==> src/rtl/z80_irq_ctrl.sv <==
// z80_irq_ctrl -- Z80 I/O-bus interrupt controller sitting beside the T80.
// Latches asynchronous event inputs as pending interrupts, drives INT_n, and
// answers IM2 acknowledge cycles with a vector {vbase[7:3], idx[1:0], 1'b0}.
//
// Registers (offset from BASE, decoded on addr[7:0]):
//   +0 status  read pending, write-1-to-clear
//   +1 enable  R/W, bits [NSRC-1:0]
//   +2 vbase   R/W, bits [7:3] stored, [2:0] read 0
//   +3 mode    R/W level-sensitive select when IRQ_LEVEL_EN is defined,
//              otherwise reads 8'h00 and ignores writes
//
// Ports:
//   cpu_clk           CPU clock, all logic on rising edge
//   reset_n           asynchronous active-low reset
//   irq_in[NSRC-1:0]  raw event inputs, any clock domain
//   iorq_n, m1_n, rd_n, wr_n, addr[7:0], din[7:0]  Z80 bus
//   dout[7:0]         register read data or IM2 vector
//   dout_oe           high while dout must drive the CPU data bus
//   int_n             registered interrupt request to the T80
//
// Build option: `define IRQ_LEVEL_EN enables the mode register.
module z80_irq_ctrl #(
  parameter int unsigned NSRC = 4,
  parameter logic [7:0]  BASE = 8'h10
) (
  input  logic            cpu_clk,
  input  logic            reset_n,
  input  logic [NSRC-1:0] irq_in,
  input  logic            iorq_n,
  input  logic            m1_n,
  input  logic            rd_n,
  input  logic            wr_n,
  input  logic [7:0]      addr,
  input  logic [7:0]      din,
  output logic [7:0]      dout,
  output logic            dout_oe,
  output logic            int_n
);

  typedef enum logic {IDLE, ACK} ack_state_t;

  ack_state_t      state, state_next;
  logic [NSRC-1:0] sync1, sync2, sync3;
  logic [NSRC-1:0] pending, pending_next, enable;
  logic [NSRC-1:0] rise, clr, level_mask, masked;
  logic [4:0]      vbase;
  logic [1:0]      ack_idx, sel_idx;
  logic            spurious, sel_none;
  logic            io_wr, io_rd, io_wr_d, wr_pulse, addr_hit, ack_cycle;
  logic [7:0]      off, reg_rd;

`ifdef IRQ_LEVEL_EN
  logic [NSRC-1:0] mode;
  assign level_mask = mode;
`else
  assign level_mask = '0;
`endif

  // Offset arithmetic lets BASE sit on any byte boundary.
  assign off       = addr - BASE;
  assign addr_hit  = (off[7:2] == 6'd0);
  assign ack_cycle = !m1_n && !iorq_n;
  assign io_wr     = !iorq_n && !wr_n && m1_n && addr_hit && (state == IDLE);
  assign io_rd     = !iorq_n && !rd_n && m1_n && addr_hit && (state == IDLE);
  assign wr_pulse  = io_wr && !io_wr_d;
  assign rise      = sync2 & ~sync3;
  assign masked    = pending & enable;

  always_comb begin
    sel_idx  = '0;
    sel_none = 1'b1;
    for (int unsigned i = 0; i < NSRC; i++) begin
      if (masked[i] && sel_none) begin
        sel_idx  = 2'(i);
        sel_none = 1'b0;
      end
    end
  end

  always_comb begin
    state_next = state;
    clr        = '0;
    if (wr_pulse && off[1:0] == 2'd0) clr = din[NSRC-1:0];
    case (state)
      IDLE: if (ack_cycle) state_next = ACK;
      ACK: begin
        if (iorq_n) begin
          state_next = IDLE;
          if (!spurious) begin
            for (int unsigned i = 0; i < NSRC; i++)
              if (ack_idx == 2'(i)) clr[i] = 1'b1;
          end
        end
      end
      default: state_next = IDLE;
    endcase
    // New edge beats a same-cycle clear; level bits ignore clears entirely.
    pending_next = (pending & ~clr) | rise;
    pending_next = (pending_next & ~level_mask) | (sync2 & level_mask);
  end

  always_comb begin
    reg_rd = '0;
    case (off[1:0])
      2'd0: reg_rd[NSRC-1:0] = pending;
      2'd1: reg_rd[NSRC-1:0] = enable;
      2'd2: reg_rd = {vbase, 3'b000};
`ifdef IRQ_LEVEL_EN
      2'd3: reg_rd[NSRC-1:0] = mode;
`endif
      default: reg_rd = '0;
    endcase
  end

  always_comb begin
    dout_oe = 1'b0;
    dout    = '0;
    if (state == ACK) begin
      // Vector drive ends combinationally as soon as IORQ_n rises.
      dout_oe = !iorq_n;
      if (!iorq_n) dout = {vbase, ack_idx, 1'b0};
    end else if (io_rd) begin
      dout_oe = 1'b1;
      dout    = reg_rd;
    end
  end

  always_ff @(posedge cpu_clk or negedge reset_n) begin
    if (!reset_n) begin
      state    <= IDLE;
      sync1    <= '0;
      sync2    <= '0;
      sync3    <= '0;
      pending  <= '0;
      enable   <= '0;
      vbase    <= '0;
      ack_idx  <= '0;
      spurious <= 1'b0;
      io_wr_d  <= 1'b0;
      int_n    <= 1'b1;
    end else begin
      state   <= state_next;
      sync1   <= irq_in;
      sync2   <= sync1;
      sync3   <= sync2;
      io_wr_d <= io_wr;
      pending <= pending_next;
      int_n   <= ~|masked;
      if (state == IDLE && ack_cycle) begin
        ack_idx  <= sel_idx;
        spurious <= sel_none;
      end
      if (wr_pulse && off[1:0] == 2'd1) enable <= din[NSRC-1:0];
      if (wr_pulse && off[1:0] == 2'd2) vbase  <= din[7:3];
    end
  end

`ifdef IRQ_LEVEL_EN
  always_ff @(posedge cpu_clk or negedge reset_n) begin
    if (!reset_n)                           mode <= '0;
    else if (wr_pulse && off[1:0] == 2'd3) mode <= din[NSRC-1:0];
  end
`endif

endmodule

==> config.mk <==
export PLATFORM = sky130hd
export DESIGN_NAME = z80_irq_ctrl
export DESIGN_NICKNAME = d
export VERILOG_FILES = /design/src/rtl/z80_irq_ctrl.sv
export SDC_FILE = /design/constraint.sdc
export NUM_CORES = 1
export LEC_CHECK = 0
export BUFFER_PORTS_ARGS = -buffer_cell sky130_fd_sc_hd__buf_2
export CORE_MARGIN = 2
export CORE_UTILIZATION = 48
export CTS_BUF_LIST = sky130_fd_sc_hd__clkbuf_8
export DETAILED_ROUTE_END_ITERATION = 8
export GPL_ROUTABILITY_DRIVEN = 0
export PLACE_DENSITY = 0.77
export SYNTH_ARGS = -nofsm -noshare
export SYNTH_HDL_FRONTEND = slang
export SYNTH_SLANG_ARGS = --single-unit
==> constraint.sdc <==
create_clock -name cpu_clk -period 1.5 [get_ports cpu_clk]
set_input_delay 0.075 -clock cpu_clk [delete_from_list [all_inputs] [get_ports cpu_clk]]
set_output_delay 0.075 -clock cpu_clk [all_outputs]
set_load 0.03 [all_outputs]
==> results of run 1 <==
==> power breakdown <==
group,switching [mW],total [mW],internal (mW)
combinational,0.0896,0.166,0.0765
clock,0.288,0.699,0.411
sequential,0.0133,0.875,0.862
==> per-layer routing <==
layer,track usage,up-vias,share of wire
met5,0,-,0
li1,-,515,-
met4,0.123,0,0.025
met1,0.240,495,0.46
met2,0.292,38,0.47
met3,0.0567,9,0.054
==> through the flow <==
step	cell area, sq um	util
5_1_grt	1910	0.700
4_1_cts	1880	0.689
6_report	1910	0.700
2_1_floorplan	1410	-
3_3_place_gp	1660	0.606
3_5_place_dp	1660	0.606
==> worst max-delay path by stage <==
stage	start	endpoint	cells past startpoint	slack (ns)
floorplan	state	dout[1]	3	-0.13
global placement	state	dout[6]	5	0.15
detailed placement	state	enable[0]	4	0.04
CTS	state	dout[2]	5	-0.13
global route	state	dout[2]	5	-0.22
finish	state	dout[2]	5	-0.11
==> layout by cell type (no fill, tap or decap), types with 2 or more instances in the layout <==
cell / n
o31ai_4: 2
dfrtp_1: 30
nand2_1: 7
nor3b_1: 5
mux2_2: 9
clkbuf_8: 7
and4_1: 4
o22ai_1: 4
buf_6: 7
buf_2: 26
o41ai_1: 2
o21ai_0: 3
nand4b_1: 2
nor2b_1: 7
dlygate4sd3_1: 5
buf_4: 11
mux2i_1: 4
inv_1: 7
o21ai_2: 2
==> registers in the layout, indices dropped and copies added, names as in the netlist <==
name / flops
ack_idx: 2
enable: 4
int_n: 1
io_wr_d: 1
pending: 4
spurious: 1
state: 1
sync1: 4
sync2: 4
sync3: 4
vbase: 5
==> cell families after synthesis <==
kind of cell / Yosys count / synth area share
and+or+nand+nor: 34 / 0.191
DFF: 31 / 0.568
AOI/OAI and AO/OA: 21 / 0.104
buffers and inverters: 9 / 0.0247
muxes: 14 / 0.112
==> what timing repair did <==
item / in CTS / in global routing
setup buffers: 1 / 3
hold buffers: 5 / 0
gates resized for setup: 18 / 4
pin swaps: 1 / 1
setup endpoints to repair: 9 / 18
hold endpoints to repair: 34 / 0
==> critical path: cells and delay by family (launching register included) <==
| kind | cells | cell delay [ns] |
|---|---|---|
| DFF | 1 | 0.41 |
| and+or+nand+nor | 2 | 0.33 |
| buffers and inverters | 2 | 0.33 |
| AOI/OAI and AO/OA | 1 | 0.19 |
==> area by class of cell <==
| class | count | area, sq um |
|---|---|---|
| Clock buffer | 7 | 96.3 |
| Timing Repair Buffer | 49 | 342 |
| Tap cell | 31 | 38.8 |
| Sequential cell | 31 | 777 |
| Clock inverter | 1 | 3.75 |
| Fill cell | 207 | 821 |
| Inverter | 6 | 22.5 |
| Multi-Input combinational cell | 69 | 633 |
==> impl_metrics.py, run 1 <==
metrics = {
    "run_status": {
        "status": "finished, violations left",
        "violations": "setup timing",
    },
    "worst_setup_path": {
        "startpoint_type": "flip-flop",
        "r2r-end": "enable[0]",
        "critical_path.endpoint_type": "output pin",
        "r2r_slack_ns": 0.02,
        "slowest_stage": "dfrtp_1",
        "timing.reg2reg.worst_path_depth": 4,
        "reg2reg_from": "io_wr_d",
        "path_max_fanout": 5,
        "cp_cell_sequence": "nor4_4 -> nand4b_1 -> buf_6 -> o31ai_4 -> buf_6",
        "cp.arrival_ns": 1.53,
        "path_common_cell": "buf_6",
        "crit_required_ns": 1.42,
        "criticalPathCategory": "reg -> out",
        "max_stage_delay_ns": 0.41,
    },
    "logic_synthesis": {
        "netlist_instances": 109,
        "syn_avg_cell_area_sq_um": 12.5,
        "synth_top_cell_by_area": "dfrtp_1",
        "ys.flop_type": "dfrtp_1",
        "synth_top_area_frac": 0.549,
        "synth.area.top_cells": "dfrtp_1, mux2_2, nor2b_1, mux2i_1, nor3b_1",
        "synth_async_sr_flop_share": 1.00,
        "yosysSeqAreaShare": 0.568,
        "netlist_area_sq_um": 1370,
        "yosysMostFrequentCell": "dfrtp_1",
        "yosys.cell_types.count": 30,
        "ys_seq_elements": 31,
        "synth_edf_count": 0,
        "syn-num-nets": 135,
        "synthTopCellsByCount": "dfrtp_1, mux2_2, nor2b_1, nand2_1, inv_1",
        "synth_warnings": 0,
    },
    "sta": {
        "hold_viol_final": 0,
        "max_freq_ghz": 0.621,
        "tightest_slew_ns": 0.691,
        "final_max_slew_viol_count": 0,
        "period_minus_slack_ns": 1.61,
        "rsz0062_at_grt": "true",
        "fin_tns_setup_ns": -0.519,
        "finalCritPeriodShare": 1.07,
        "setup_slack_ns": -0.110,
        "clock_skew_ns": 0.00299,
        "holdWs_ns": 0.0240,
        "setup_viol": 9,
        "slew_headroom": 0.539,
    },
    "power": {
        "p_leak_nw": 0.886,
        "pwr_density_cell_nw_per_um2": 910,
        "vdd_ir_drop_max_mv": 0.847,
        "power_mw": 1.74,
    },
    "detailed_routing": {
        "via_per_inst": 5.45,
        "firstDrtPassIters": 4,
        "vias": 1057,
        "drtAntennaViolNets": 0,
        "routedWlPerCell_microns": 15.3,
        "drt-initial-drc-count": 21,
        "wirelength_microns": 2960,
        "route.detailed.drc": 0,
    },
    "grt": {
        "antenna_found_initial": 0,
        "grt_pass1_vias": 1097,
        "grt_pass1_wl_microns": 4730,
        "grt_use_total": 0.193,
        "grt_remaining_overflow": 0,
        "grt_max_degree": 32,
    },
    "floorplanning": {
        "die_h_microns": 57.4,
        "num_io_pins": 36,
        "initial_core_util": 0.500,
        "floorplan.die_area_sq_um": 3290,
        "rows": 19,
        "core_area_sq_um": 2730,
        "dieWidth_microns": 57.4,
    },
    "placement": {
        "dp_hpwl_microns": 2020,
        "dpl_worst_slack_ns": 0.0386,
        "placedCellCount": 178,
        "port_buffers": 35,
    },
    "clock_tree": {
        "clk_latency_ns": 0.28,
        "cts_tree": "done",
        "cts_buffers": 5,
        "clk_path_buf_depth": 2,
        "cts_sinks": 31,
        "cts-root-buf": "clkbuf_8",
        "htree_levels": 2,
        "clkTransAtPathRegs_ns": 0.06,
    },
    "min_path": {
        "worstHoldStart": "din[6]",
        "hold_class": "in -> reg",
        "min_to": "vbase[3]",
        "min_path_cells": 2,
    },
    "layout": {
        "fin_nets": 188,
        "stdcell_count": 194,
        "diodes": 0,
        "area_growth_syn_to_layout_pct": 39.9,
        "drive_gt1_frac": 0.442,
    },
    "flow_run": {
        "maxCapViolations": 0,
    },
}
Note: power is estimated with default switching activity, not from simulation.
==> inputs of run 2 (changes only) <==
Settings changed: CORE_UTILIZATION 48 to 50, PLACE_DENSITY 0.77 to 0.76.
Clock period 1.5 ns to 2.05 ns, I/O delays scaled along.
==> run 2 against run 1 <==
  * The flow now finishes without violations
  * Global-route usage rose by 0.32 points
  * Cell area fell by 9.4%
  * Hold slack improved by 0.029 ns
  * Sequential cell count did not move
  * First-iteration DRC count rose by 71%
  * Clock skew rose by 0.0031 ns
  * Sequential share of layout area rose by 4.2 points
  * Utilization fell by 1.8 points
  * Die area fell by 3.7%
  * Setup slack improved by 0.31 ns
  * Final cell count fell by 4.1%
==> impl_metrics.py, run 2 (synthesis gave the netlist of run 1 again) <==
metrics = {
    "floorplanning": {
        "dieWidth_microns": 56.3,
        "num_io_pins": 36,
        "core_area_sq_um": 2540,
        "die_h_microns": 56.3,
        "initial_core_util": 0.537,
        "floorplan.die_area_sq_um": 3170,
        "rows": 18,
    },
    "layout": {
        "fin_nets": 181,
        "final_common_cell": "buf_2",
        "largest_reg_flops": 5,
        "final_cell_mix": "buf_2, dfrtp_1, mux2_2, nor2b_1",
        "drive_gt1_frac": 0.372,
        "largest_register": "vbase",
        "area_growth_syn_to_layout_pct": 26.8,
        "diodes": 0,
    },
    "grt": {
        "grt_use_total": 0.196,
        "grt_remaining_overflow": 0,
        "grt_pass1_vias": 1080,
        "antenna_found_initial": 0,
        "grt_pass1_wl_microns": 4660,
        "grt_max_degree": 32,
    },
    "placement": {
        "port_buffers": 35,
        "dpl_worst_slack_ns": 0.390,
        "dp_hpwl_microns": 2030,
    },
    "sta": {
        "period_minus_slack_ns": 1.85,
        "max_freq_ghz": 0.541,
        "holdWs_ns": 0.0530,
        "tightest_slew_ns": 0.659,
        "hold_viol_final": 0,
        "rsz0062_at_grt": "false",
        "clock_skew_ns": 0.00613,
        "slew_headroom": 0.560,
        "setup_slack_ns": 0.202,
        "final_max_slew_viol_count": 0,
        "fin_tns_setup_ns": 0,
        "setup_viol": 0,
        "finalCritPeriodShare": 0.902,
    },
    "power": {
        "p_leak_nw": 0.822,
        "vdd_ir_drop_max_mv": 0.648,
        "pwr_density_cell_nw_per_um2": 723,
    },
    "clock_tree": {
        "post_cts_resized": 0,
        "htree_levels": 2,
        "cts_sinks": 31,
        "clkTransAtPathRegs_ns": 0.06,
        "clk_latency_ns": 0.28,
        "cts-root-buf": "clkbuf_8",
        "clk_path_buf_depth": 2,
        "cts_buffers": 5,
        "cts_tree": "done",
    },
    "min_path": {
        "min_path_cells": 2,
        "hold_class": "in -> reg",
        "worstHoldStart": "din[6]",
        "min_to": "vbase[3]",
    },
    "worst_setup_path": {
        "critical_path.endpoint_type": "output pin",
        "cp.arrival_ns": 1.75,
        "startpoint_type": "flip-flop",
        "cp_cell_sequence": "nor4_4 -> nand4b_1 -> o21ai_0 -> buf_2",
        "timing.reg2reg.worst_path_depth": 4,
        "slowest_stage": "dfrtp_1",
        "criticalPathCategory": "reg -> out",
        "r2r_slack_ns": 0.51,
        "r2r-end": "enable[1]",
        "path_max_fanout": 6,
        "max_stage_delay_ns": 0.45,
        "reg2reg_from": "state",
        "crit_required_ns": 1.95,
    },
    "run_status": {
        "status": "completed",
    },
    "detailed_routing": {
        "drtAntennaViolNets": 0,
        "route.detailed.drc": 0,
        "drt-initial-drc-count": 36,
        "vias": 1050,
        "firstDrtPassIters": 4,
        "via_per_inst": 5.65,
        "wirelength_microns": 2760,
        "routedWlPerCell_microns": 14.8,
    },
    "flow_run": {
        "maxCapViolations": 0,
    },
}
## run 2: cell types whose count changed in the layout (fill, tap and decap cells not counted), sizes merged
cell,delta
buf,-7
## run 2: report_power, final
part / internal, mW / switching [mW] / leakage, nW
Clock: 0.301 / 0.210 / 0.0557
Combinational: 0.0468 / 0.0556 / 0.392
Sequential: 0.631 / 0.0104 / 0.374
## run 2: layout make-up
type                            count  area (sq um)
Multi-Input combinational cell     69           557
Tap cell                           30          37.5
Clock inverter                      1          3.75
Clock buffer                        7          96.3
Timing Repair Buffer               42           240
Fill cell                         201           811
Inverter                            6          22.5
Sequential cell                    31           777
## run 2: repair_timing
action                    4_1_cts  5_1_grt
hold endpoints to repair       34        0
hold buffers                    5        0
setup buffers                   0        0
## run 2: how the worst max path moves through the flow
stage	startpoint	endpoint	slack (ns)	depth (start not counted)
floorplan	state	dout[1]	0.19	3
global placement	addr[2]	dout[1]	0.45	5
detailed placement	addr[2]	dout[1]	0.39	5
CTS	state	dout[1]	0.20	4
global route	state	dout[2]	0.13	4
finish	state	dout[3]	0.20	4
## run 2: metrics by stage
step / cell area (sq um) / cells / power (mW) / utilization
floorplan: 1370 / 109 / 0.693 / -
global placement: 1580 / 173 / 0.745 / 0.622
detailed placement: 1580 / 173 / 0.748 / 0.622
CTS: 1730 / 186 / 1.27 / 0.681
global route: 1730 / 186 / 1.31 / 0.681
finish: 1730 / 186 / 1.25 / 0.681
## run 2: critical path: cells and delay by family (launching register included)
kind / cells / cell delay, ns
AOI/OAI and AO/OA: 1 / 0.30
buffers and inverters: 1 / 0.24
and+or+nand+nor: 2 / 0.48
DFF: 1 / 0.45
## run 2: metal layers
metal	vias to the layer above	track usage	part of all wire
met2	35	0.333	0.49
met1	510	0.219	0.43
met3	4	0.0853	0.067
met4	0	0.0680	0.0091
li1	501	-	-
met5	-	0	0
==> inputs of run 3 (changes only) <==
Settings changed: CORE_MARGIN 2 to unset.
==> run 3 against run 2 <==
  * Clock skew shrank 0.0039 ns
  * Sequential share of layout area grew 0.49 points
  * First-iteration DRC count shrank 50%
  * Non-clock buffer count is the same
  * Critical path depth is the same
  * Final cell count is the same
  * Die area shrank 7.0%
  * Sequential cell count is the same
  * Power shrank 6.2%
  * Setup slack lost 0.077 ns
  * Largest cell class unchanged
==> impl_metrics.py, run 3 (synthesis gave the netlist of run 1 again) <==
metrics = {
    "min_path": {
        "hold_class": "in -> reg",
    },
    "detailed_routing": {
        "drtAntennaViolNets": 0,
        "vias": 1037,
        "routedWlPerCell_microns": 14.9,
        "firstDrtPassIters": 4,
        "route.detailed.drc": 0,
        "wirelength_microns": 2770,
        "drt-initial-drc-count": 18,
        "via_per_inst": 5.58,
    },
    "floorplanning": {
        "rows": 18,
        "floorplan.die_area_sq_um": 2950,
        "num_io_pins": 36,
        "die_h_microns": 54.3,
        "dieWidth_microns": 54.3,
        "core_area_sq_um": 2520,
        "initial_core_util": 0.542,
    },
    "grt": {
        "grt.busiest_layer": "met2",
        "grt_pass1_vias": 995,
        "use_met2": 0.352,
        "use_met3": 0.0750,
        "grt_remaining_overflow": 0,
        "grtUsageMet1": 0.238,
        "grt_pass1_wl_microns": 4160,
        "grt_use_total": 0.216,
        "grt_max_degree": 32,
        "antenna_found_initial": 0,
    },
    "power": {
        "pwr_density_cell_nw_per_um2": 686,
        "p_leak_nw": 0.817,
        "vdd_ir_drop_max_mv": 0.794,
    },
    "clock_tree": {
        "cts_buffers": 5,
        "clkTransAtPathRegs_ns": 0.06,
        "cts-hold-fix-buffers": 5,
        "clk_path_buf_depth": 2,
        "cts_sinks": 31,
        "cts-root-buf": "clkbuf_8",
        "htree_levels": 2,
        "post_cts_resized": 0,
        "post_cts_buffers": 0,
        "cts_tree": "done",
        "clk_latency_ns": 0.27,
    },
    "sta": {
        "fin_tns_setup_ns": 0,
        "period_minus_slack_ns": 1.93,
        "setup_viol": 0,
        "hold_viol_final": 0,
        "final_max_slew_viol_count": 0,
        "setup_slack_ns": 0.125,
        "max_freq_ghz": 0.519,
        "finalCritPeriodShare": 0.939,
        "slew_headroom": 0.555,
        "tightest_slew_ns": 0.667,
        "clock_skew_ns": 0.00226,
        "rsz0062_at_grt": "false",
    },
    "layout": {
        "nFillCells": 191,
        "diodes": 0,
        "final_common_cell": "buf_2",
        "drive_gt1_frac": 0.365,
        "area_growth_syn_to_layout_pct": 25.4,
        "largest_reg_flops": 5,
        "final_cell_mix": "buf_2, dfrtp_1, mux2_2, nor2b_1, inv_1",
        "fin_nets": 181,
        "largest_register": "vbase",
    },
    "placement": {
        "port_buffers": 35,
        "dpl_worst_slack_ns": 0.318,
        "dp_hpwl_microns": 2040,
    },
    "worst_setup_path": {
        "path_max_fanout": 6,
        "cp-startpoint": "state",
        "criticalPathCategory": "reg -> out",
        "max_stage_delay_ns": 0.45,
        "timing.reg2reg.worst_path_depth": 4,
        "path_buf_inv": 1,
        "cp.arrival_ns": 1.82,
        "critical_path.endpoint_type": "output pin",
        "r2r-end": "enable[2]",
        "cp_cell_sequence": "nor4_4 -> nand4b_1 -> o31ai_1 -> buf_2",
        "reg2reg_from": "state",
        "cp_num_cells": 4,
        "slowest_stage": "dfrtp_1",
        "crit_required_ns": 1.95,
        "crit_end": "dout[1]",
        "path_delay_family": "simple AND/OR/NAND/NOR gates",
        "startpoint_type": "flip-flop",
        "r2r_slack_ns": 0.49,
    },
    "run_status": {
        "status": "completed",
    },
    "flow_run": {
        "maxCapViolations": 0,
    },
}
==> run 3: cell types whose count changed in the layout (fill, tap and decap cells not counted) <==
cell	before	now
clkbuf_8	7	5
clkinv_2	0	1
inv_1	7	8
==> run 3: power breakdown <==
part | internal (mW) | switching, mW | total, mW
logic | 0.0468 | 0.0563 | 0.103
clock network | 0.227 | 0.205 | 0.432
registers | 0.631 | 0.0103 | 0.641
==> run 3: stage by stage <==
stage,cells,utilization,hold slack (ns),power [mW],area (sq um)
3_5_place_dp,173,0.628,0.178,0.749,1580
2_1_floorplan,109,-,-0.193,0.693,1370
3_3_place_gp,173,0.628,0.169,0.745,1580
4_1_cts,186,0.680,0.0491,1.19,1720
6_report,186,0.680,0.0571,1.18,1720
5_1_grt,186,0.680,0.0529,1.23,1720
==> run 3: worst min-delay path by stage <==
| stage | start | to | slack [ns] | depth (start not counted) |
|---|---|---|---|---|
| floorplan | reset_n | ack_idx[0] | -0.19 | 0 |
| global placement | reset_n | ack_idx[1] | 0.17 | 1 |
| detailed placement | reset_n | state | 0.18 | 1 |
| CTS | din[6] | vbase[3] | 0.05 | 2 |
| global route | din[6] | vbase[3] | 0.05 | 2 |
| finish | din[6] | vbase[3] | 0.06 | 2 |
==> run 3: cell type report <==
type / count / area (sq um) / share of cell area
Multi-Input combinational cell: 69 / 557 / 0.325
Sequential cell: 31 / 777 / 0.453
Timing Repair Buffer: 42 / 240 / 0.140
Clock inverter: 3 / 12.5 / 0.00729
Inverter: 6 / 22.5 / 0.0131
Tap cell: 30 / 37.5 / 0.0219
Clock buffer: 5 / 68.8 / 0.0401
==> run 3: metal layers <==
layer  routed length (microns)  part of all wire  vias to the layer above
met5                         0                 0                        -
met4                        71             0.026                        0
met2                      1290              0.46                       46
li1                          -                 -                      497
met3                       200             0.072                        7
met1                      1210              0.44                      487
